==> src/rtl/npc_mem_pkg.sv <==
// npc_mem_pkg: shared types and constants for the npc memory arbiter
package npc_mem_pkg;

    localparam int ADDR_W_DEF = 32;
    localparam int DATA_W_DEF = 32;
    localparam logic [7:0] IFU_WMASK = 8'h0F;

    typedef enum logic [1:0] {
        IDLE,
        REQ,
        WAIT
    } state_t;

    typedef enum logic {
        IFU,
        LSU
    } owner_t;

endpackage

==> src/rtl/npc_arb_rr2.sv <==
// npc_arb_rr2: 2-way round-robin grant, the requester not granted last wins a tie
module npc_arb_rr2
    import npc_mem_pkg::*;
(
    input  logic   ifu_valid,
    input  logic   lsu_valid,
    input  owner_t last_grant,
    output logic   gnt_ifu,
    output logic   gnt_lsu
);

    // a lone requester always wins; on a tie the one opposite last_grant wins
    always_comb begin
        gnt_ifu = ifu_valid & (~lsu_valid | (last_grant == LSU));
        gnt_lsu = lsu_valid & (~ifu_valid | (last_grant == IFU));
    end

endmodule

==> src/rtl/npc_mem_arbiter.sv <==
// npc_mem_arbiter: IFU/LSU arbiter onto one memory port, single outstanding transaction with watchdog
module npc_mem_arbiter
    import npc_mem_pkg::*;
#(
    parameter int ADDR_W  = ADDR_W_DEF,
    parameter int DATA_W  = DATA_W_DEF,
    parameter int TIMEOUT = 1023
) (
    input  logic              clk,
    input  logic              reset,
    input  logic              ifu_req_valid,
    output logic              ifu_req_ready,
    input  logic [ADDR_W-1:0] ifu_req_addr,
    output logic              ifu_resp_valid,
    output logic [DATA_W-1:0] ifu_resp_rdata,
    input  logic              lsu_req_valid,
    output logic              lsu_req_ready,
    input  logic              lsu_req_wen,
    input  logic [ADDR_W-1:0] lsu_req_addr,
    input  logic [DATA_W-1:0] lsu_req_wdata,
    input  logic [7:0]        lsu_req_wmask,
    output logic              lsu_resp_valid,
    output logic [DATA_W-1:0] lsu_resp_rdata,
    output logic              mem_req_valid,
    input  logic              mem_req_ready,
    output logic              mem_req_wen,
    output logic [ADDR_W-1:0] mem_req_addr,
    output logic [DATA_W-1:0] mem_req_wdata,
    output logic [7:0]        mem_req_wmask,
    input  logic              mem_resp_valid,
    input  logic [DATA_W-1:0] mem_resp_rdata,
    output logic              timeout_err
);

    localparam int CNT_W = $clog2(TIMEOUT + 1);
    localparam logic [CNT_W-1:0] CNT_MAX = CNT_W'(TIMEOUT);

    state_t            state, state_nxt;
    owner_t            owner, last_grant;
    logic [CNT_W-1:0]  cnt;
    logic              gnt_ifu, gnt_lsu;
    logic              ifu_acc, lsu_acc, accept;
    logic              busy, resp_hit, tmo, done;

    npc_arb_rr2 u_arb (
        .ifu_valid  (ifu_req_valid),
        .lsu_valid  (lsu_req_valid),
        .last_grant (last_grant),
        .gnt_ifu    (gnt_ifu),
        .gnt_lsu    (gnt_lsu)
    );

    // handshake, completion and response routing; a response beats a same-cycle timeout
    always_comb begin
        ifu_req_ready  = (state == IDLE) & gnt_ifu & ~reset;
        lsu_req_ready  = (state == IDLE) & gnt_lsu & ~reset;
        ifu_acc        = ifu_req_valid & ifu_req_ready;
        lsu_acc        = lsu_req_valid & lsu_req_ready;
        accept         = ifu_acc | lsu_acc;
        busy           = (state == REQ) | (state == WAIT);
        resp_hit       = (state == WAIT) & mem_resp_valid;
        tmo            = busy & (cnt == CNT_MAX) & ~resp_hit;
        done           = resp_hit | tmo;
        mem_req_valid  = (state == REQ) & ~tmo;
        ifu_resp_valid = done & (owner == IFU);
        lsu_resp_valid = done & (owner == LSU);
        ifu_resp_rdata = (ifu_resp_valid & resp_hit) ? mem_resp_rdata : '0;
        lsu_resp_rdata = (lsu_resp_valid & resp_hit & ~mem_req_wen) ? mem_resp_rdata : '0;
    end

    // next-state: accept in IDLE, handshake in REQ, response or abort ends the transaction
    always_comb begin
        state_nxt = state;
        case (state)
            IDLE:    state_nxt = accept ? REQ : IDLE;
            REQ:     state_nxt = tmo ? IDLE : (mem_req_ready ? WAIT : REQ);
            WAIT:    state_nxt = done ? IDLE : WAIT;
            default: state_nxt = IDLE;
        endcase
    end

    // state, ownership, watchdog counter and sticky error
    always_ff @(posedge clk or posedge reset) begin
        if (reset) begin
            state       <= IDLE;
            owner       <= IFU;
            last_grant  <= LSU;
            cnt         <= '0;
            timeout_err <= 1'b0;
        end else begin
            state <= state_nxt;
            if (accept) begin
                owner      <= ifu_acc ? IFU : LSU;
                last_grant <= ifu_acc ? IFU : LSU;
                cnt        <= '0;
            end else if (busy) begin
                cnt <= cnt + CNT_W'(1);
            end
            if (tmo) timeout_err <= 1'b1;
        end
    end

    // downstream payload, captured at accept and held for the whole transaction
    always_ff @(posedge clk or posedge reset) begin
        if (reset) begin
            mem_req_wen   <= 1'b0;
            mem_req_addr  <= '0;
            mem_req_wdata <= '0;
            mem_req_wmask <= '0;
        end else if (accept) begin
            mem_req_wen   <= ifu_acc ? 1'b0 : lsu_req_wen;
            mem_req_addr  <= ifu_acc ? ifu_req_addr : lsu_req_addr;
            mem_req_wdata <= ifu_acc ? '0 : lsu_req_wdata;
            mem_req_wmask <= ifu_acc ? IFU_WMASK : lsu_req_wmask;
        end
    end

endmodule

==> config.mk <==
export PLATFORM = sky130hd
export DESIGN_NAME = npc_mem_arbiter
export DESIGN_NICKNAME = d
export VERILOG_FILES = /design/src/rtl/npc_mem_pkg.sv /design/src/rtl/npc_arb_rr2.sv /design/src/rtl/npc_mem_arbiter.sv
export SDC_FILE = /design/constraint.sdc
export NUM_CORES = 1
export LEC_CHECK = 0
export CAP_MARGIN = 20
export CORE_MARGIN = 10
export CORE_UTILIZATION = 40
export DETAILED_ROUTE_END_ITERATION = 12
export PLACE_DENSITY = 0.87
export SYNTH_ARGS = -nofsm -noshare
export SYNTH_HDL_FRONTEND = slang
export SYNTH_SLANG_ARGS = --single-unit
==> constraint.sdc <==
create_clock -name clk -period 7.05 [get_ports clk]
set_input_delay 1.0575 -clock clk [delete_from_list [all_inputs] [get_ports clk]]
set_output_delay 1.0575 -clock clk [all_outputs]
set_load 0.05 [all_outputs]
==> metrics.yaml, run 1 <==
die:
  dieArea_um2: 15760
  ios: 286
  die_w_um: 125.5
  rows: 38
  die_h_um: 125.5
  core-area_um2: 10890
  initial_core_util_pct: 40.92
flow_run:
  drv_cap: 0
routing:
  ant_nets: 0
  drt_iter0_markers: 218
  drc: 0
  drt-met1-wl_mm: 6.538
  vias: 4511
  wl_mm: 17.90
  met2WireLength_mm: 9.468
  avgRoutedWirePerCell_um: 21.67
  maxUsedRoutingLayer: "met4"
  first_pass_iters: 4
  routed_via_density: 5.461
  dr_wl_met3_mm: 1.562
place:
  port_buffers: 285
  dpl.hpwl_mm: 14.18
  gp_congestion: 0.9416
worst_setup_path:
  crit_end: "ifu_req_ready"
  crit_type: "input port to output pin"
  cp_top_family: "buffers and inverters"
  slowest_stage: "clkdlybuf4s50_1"
  endpoint_kind: "output pin"
  path_max_fanout: 27
  r2r_setup_slack_ps: 4420
  required_ps: 5990
  cp_cell_sequence: "clkdlybuf4s50_1 -> nor2b_4 -> or2_1 -> buf_4 -> inv_4 -> clkdlybuf4s50_1"
  critPathArrivalTime_ps: 4230
  worstSetupStartpoint: "lsu_req_valid"
  r2r_end: "mem_req_addr[24]"
  r2r_start: "state[1]"
  path_depth: 6
  cp-start-kind: "input port"
  cp_common_cell: "clkdlybuf4s50_1"
  r2r.worst_path.cells: 7
  worst_path_largest_cell_delay_ps: 1110
  crit_buf_inv: 4
sta:
  period_share_pct: 74.93
  rsz0062_at_grt: "false"
  hold_ws_ps: 465.3
  fin_crit_ps: 5283
  fin_skew_ps: 13.31
  finalMaxSlewViolations: 0
  finalHoldViolations: 0
  fmax_mhz: 189.3
  setup-tns-final_ps: 0
  slew_headroom_pct: 30.56
  finalSetupViolCount: 0
  worst_slew_pin_slew_ps: 1042
clocking:
  cts_made_buffers: 9
  cts_tree: "built"
  ctsHoldBuffers: 0
  htreeDepth: 3
  clk_pin_slew_worst_paths_ps: 80
  cts_sinks: 88
  postCtsSetupRepairBufs: 0
  clk_latency_ps: 370
  root_buffer: "clkbuf_8"
  cts_max_path_buffers: 2
  post_cts_resize_count: 0
yosys:
  synth_xor_area_share_pct: 0.7863
  synth.top_cell.area_share_pct: 48.86
  yosys_warnings: 0
  synth_top_family_by_area: "simple AND/OR/NAND/NOR gates"
  synth_mux_area_share_pct: 0.2247
  synth_nets: 566
  syn_inst: 418
  synth_cell_types: 44
  synth-edff-count: 0
  netlist_area_um2: 4456
  synth_compound_area_share_pct: 21.12
  synthArstFlopShare_pct: 100.0
  synth_simple_gate_area_share_pct: 21.79
  synth-adder-area-share_pct: 1.404
  synthTopCellsByArea: "dfrtp_1 (49%), and2_1 (9.1%), a22o_1 (7.3%)"
  synth_flop_cell: "dfrtp_1"
  syn-mean-instance-area_um2: 10.66
  ys_seq_area_share_pct: 49.45
  ys_seq_elements: 88
  synth_top_cell_by_area: "dfrtp_1"
power:
  p_leak_nw: 2.986
  power_density_nw_per_um2: 410.0
  vdd_ir_drop_max_uv: 315.8
finish:
  antenna_cells: 0
  n_fill_cell: 834
  drive_gt1_share_pct: 7.872
  area_delta_synth_final_pct: 69.59
  multi_input_area_um2: 2027
  nets: 829
  regArea_um2: 2203
grt:
  gr-usage-all-layers_pct: 21.74
  grt_pass1_wl_mm: 27.59
  antenna_found_initial: 0
  grt.overflow.total: 0
  grt_max_degree: 89
  grt_pass1_vias: 4804
run_status:
  status: "complete, no violations"
hold_path:
  hp-class: "register to register"
[metal layers]
metal	global-route usage [%]	vias to the layer above
met5	0	-
met4	7.588	0
met3	6.506	26
met2	39.53	227
met1	23.29	2192
li1	-	2066
[worst min path at each step]
stage	slack, ps	cells after the start	from	end
after global routing	510	1	timeout_err	timeout_err
after detailed placement	450	1	timeout_err	timeout_err
after floorplan	520	1	owner	owner
after CTS	470	1	timeout_err	timeout_err
after global placement	450	1	timeout_err	timeout_err
final	470	1	timeout_err	timeout_err
[layout make-up]
type / count / share of cell area (%)
clock inverters: 7 / 0.7452
inverters: 7 / 0.3974
flip-flops and latches: 88 / 29.16
well taps: 140 / 2.318
multi-input cells: 282 / 26.83
clock buffers: 9 / 1.639
repair buffers: 293 / 38.91
[flip-flops by register name (all words and copies together), names as in the netlist]
| signal | count |
|---|---|
| state | 2 |
| mem_req_wen | 1 |
| mem_req_wdata | 32 |
| timeout_err | 1 |
| cnt | 10 |
| last_grant | 1 |
| mem_req_addr | 32 |
| mem_req_wmask | 8 |
| owner | 1 |
[synthesized netlist by cell type, drive strengths merged, types with 6 or more instances]
cell type and count:
a21oi 6, a221o 9, a22o 37, a31oi 23, and2 66, buf 18, clkbuf 23, dfrtp 87
inv 7, nand2 6, nand4 26, nor2 6, nor3 23, nor3b 11, o21ai 24
[layout by cell type, fill, tap and decap left out, types with 2 or more instances in the layout]
master           count
nand3b_1             2
or4_1                5
inv_1                4
nand4_1             26
nor2_1               6
nor3_1              23
a31oi_2             18
and2_1              66
o22a_1               4
clkinv_4             3
nand3_1              3
nor3b_1             10
xor2_1               3
clkbuf_8             9
dfrtp_1             87
a221o_1              9
a21oi_1              6
inv_6                2
o21ai_0             24
clkdlybuf4s50_1    285
or2_1                3
a31oi_1              5
o21a_1               2
buf_4                5
clkinv_2             2
ha_1                 5
buf_6                2
nand2_1              5
o31ai_1              5
a22o_1              37
[power breakdown]
| group | total, W | leakage, nW | switching, W | internal (W) |
|---|---|---|---|---|
| Clock | 0.000322 | 0.0902 | 0.000191 | 0.000131 |
| Sequential | 0.000857 | 1.10 | 0.000140 | 0.000716 |
| Combinational | 0.00192 | 1.79 | 0.00125 | 0.000673 |
[kinds of logic (layout without fill, tap and decap cells)]
family,after synthesis,after routing
XOR/XNOR,4,4
flip-flops,88,88
adder cells (fa/ha/maj),5,5
AND/OR/NAND/NOR,158,158
AO/OA/AOI/OAI,114,114
buffers and inverters,48,316
multiplexers,1,1
[worst register-to-register path: cells and delay by family, from the launching register on]
| kind | cells | cell delay, ps |
|---|---|---|
| and+or+nand+nor | 2 | 910 |
| buffers and inverters | 3 | 590 |
| DFF | 1 | 400 |
| AOI/OAI and AO/OA | 1 | 380 |
| adders and majority gates | 1 | 250 |
[through the flow]
step	cells	total power (W)	cell area (µm²)	util, %	worst slack (ps)
global route	826	0.003243	7556	69.40	1650
detailed placement	808	0.002782	7337	67.39	1820
floorplan	418	0.002093	4456	-	3716
CTS	824	0.003115	7517	69.04	1830
global placement	807	0.002738	7326	67.28	1947
finish	826	0.003098	7556	69.40	1767
Note: power is estimated with default switching activity, not from simulation.
==> inputs of run 2 (changes only) <==
CORE_UTILIZATION = 37   (was 40)
PLACE_DENSITY = 0.82   (was 0.87)
clock period = 5.1 ns   (was 7.05 ns; I/O delays follow)
==> metrics.yaml, run 2 (same netlist as run 1, synthesis figures left out) <==
power:
  finalPower_w: 0.004553  # +47%
  p_leak_nw: 3.083  # +3.2%
  power_density_nw_per_um2: 587.9  # +43%
  vdd_ir_drop_max_uv: 299.9  # -5.0%
die:
  core-area_um2: 11910  # +9.4%
  ios: 286  # unchanged
  die_h_um: 129.7  # +3.3%
  initial_core_util_pct: 37.41  # -3.5 points
  dieArea_um2: 16830  # +6.8%
  die_w_um: 129.7  # +3.3%
  rows: 40  # +5.3%
routing:
  vias: 4509  # -0.044%
  routed_via_density: 5.381  # -1.5%
  drc: 0  # unchanged
  first_pass_iters: 4  # unchanged
  wl_mm: 18.06  # +0.94%
  ant_nets: 0  # unchanged
  drt_iter0_markers: 258  # +18%
  avgRoutedWirePerCell_um: 21.56  # -0.51%
worst_setup_path:
  required_ps: 4340  # -1650 ps
  cp-start-kind: "register"
  cp_cell_sequence: "inv_1 -> ha_1 -> nand2_2 -> or4_1 -> a21boi_1 -> clkdlybuf4s50_1"
  path_max_fanout: 8  # -70%
  endpoint_kind: "output pin"
  critPathArrivalTime_ps: 2940  # -1290 ps
  slowest_stage: "clkdlybuf4s50_1"
  worst_path_largest_cell_delay_ps: 840  # -270 ps
  crit_type: "register to output pin"
grt:
  gr-usage-all-layers_pct: 20.16  # -1.6 points
  grt_pass1_wl_mm: 26.60  # -3.6%
  grt_max_degree: 46  # -48%
  antenna_found_initial: 1  # +1
  grt_pass1_vias: 4738  # -1.4%
  grt.overflow.total: 0  # unchanged
sta:
  fin_crit_ps: 3709
  setup-tns-final_ps: 0  # unchanged
  period_share_pct: 72.72
  fmax_mhz: 269.6
  finalMaxSlewViolations: 0  # unchanged
  slew_headroom_pct: 46.07  # +16 points
  rsz0062_at_grt: "false"
  fin_skew_ps: 11.30  # -2.019 ps
  finalSetupViolCount: 0  # unchanged
  worst_slew_pin_slew_ps: 807.0  # -234.6 ps
  finalHoldViolations: 0  # unchanged
finish:
  final_common_cell: "clkdlybuf4s50_1"
  largestRegisters: "mem_req_addr (32), mem_req_wdata (32), cnt (10)"
  finalNonFillerCells: 838  # +1.5%
  mostFrequentLayoutCells: "clkdlybuf4s50_1 (283), dfrtp_1 (87), and2_1 (66)"
  nets: 833  # +0.48%
  area_delta_synth_final_pct: 73.83
  fin_util_pct: 65.02  # -4.4 points
  n_fill_cell: 972  # +17%
  finalInstanceArea_um2: 7745  # +2.5%
  drive_gt1_share_pct: 8.696  # +0.82 points
clocking:
  cts_made_buffers: 9  # unchanged
  cts_max_path_buffers: 2  # unchanged
  clk_latency_ps: 340  # -30 ps
  cts_sinks: 88  # unchanged
  cts_tree: "built"
  post_cts_resize_count: 0  # unchanged
  ctsHoldBuffers: 0  # unchanged
  postCtsSetupRepairBufs: 0  # unchanged
  htreeDepth: 3  # unchanged
  clk_pin_slew_worst_paths_ps: 60  # -20 ps
  root_buffer: "clkbuf_16"
place:
  gp_congestion: 0.8985  # -4.6%
  dpl.hpwl_mm: 14.23  # +0.36%
  dpl-instance-area_um2: 7387  # +0.68%
  dp.cells: 819  # +1.4%
  port_buffers: 285  # unchanged
flow_run:
  drv_cap: 0  # unchanged
run_status:
  status: "complete, no violations"
hold_path:
  hp-class: "register to register"
==> run 2: per-layer routing <==
metal  share of wire, %  GRT usage [%]
met5                  0              0
met4                1.7          6.614
met3                8.7          5.761
met2                 53          36.56
met1                 37          22.15
==> run 2: area by class of cell <==
type | count | area [µm²] | share of cell area [%]
antenna | 1 | 2.502 | 0.03231
tap | 147 | 183.9 | 2.375
sequential | 88 | 2203 | 28.45
inverter | 7 | 30.03 | 0.3877
clock buffer | 10 | 239.0 | 3.086
multi-input combinational | 282 | 2027 | 26.17
clock inverter | 6 | 73.82 | 0.9531
timing repair buffer | 297 | 2985 | 38.55
==> run 2: final timing paths <==
| kind | from | to | slack (ps) | cells after the start |
|---|---|---|---|---|
| min in group asynchronous | reset | mem_req_wdata[4] | 980 | 2 |
| worst min-delay path | timeout_err | timeout_err | 470 | 1 |
| worst min register to register | timeout_err | timeout_err | 470 | 1 |
| worst max register to register | last_grant | mem_req_wdata[31] | 2790 | 5 |
| worst max-delay path | state[1] | lsu_resp_valid | 1390 | 6 |
| max in group asynchronous | reset | state[1] | 3080 | 3 |
==> run 2: worst max-delay path, delay by kind of cell, from the launching register on <==
| family | cells | cell delay, ps |
|---|---|---|
| AOI/OAI and AO/OA | 1 | 170 |
| adders and majority gates | 1 | 420 |
| buffers and inverters | 2 | 910 |
| DFF | 1 | 370 |
| and+or+nand+nor | 2 | 730 |
==> run 2: per-stage QoR <==
stage	hold WS [ps]	setup slack, ps
2_1_floorplan	515.5	2058
3_3_place_gp	451.6	1548
3_5_place_dp	457.2	1519
4_1_cts	473.3	1365
5_1_grt	490.7	1242
6_report	465.6	1391
==> run 2: power by group <==
part / leakage (nW) / internal, W / switching (W)
clock: 0.154 / 0.000400 / 0.000290
combinational: 1.83 / 0.000957 / 0.00174
sequential: 1.10 / 0.000991 / 0.000180
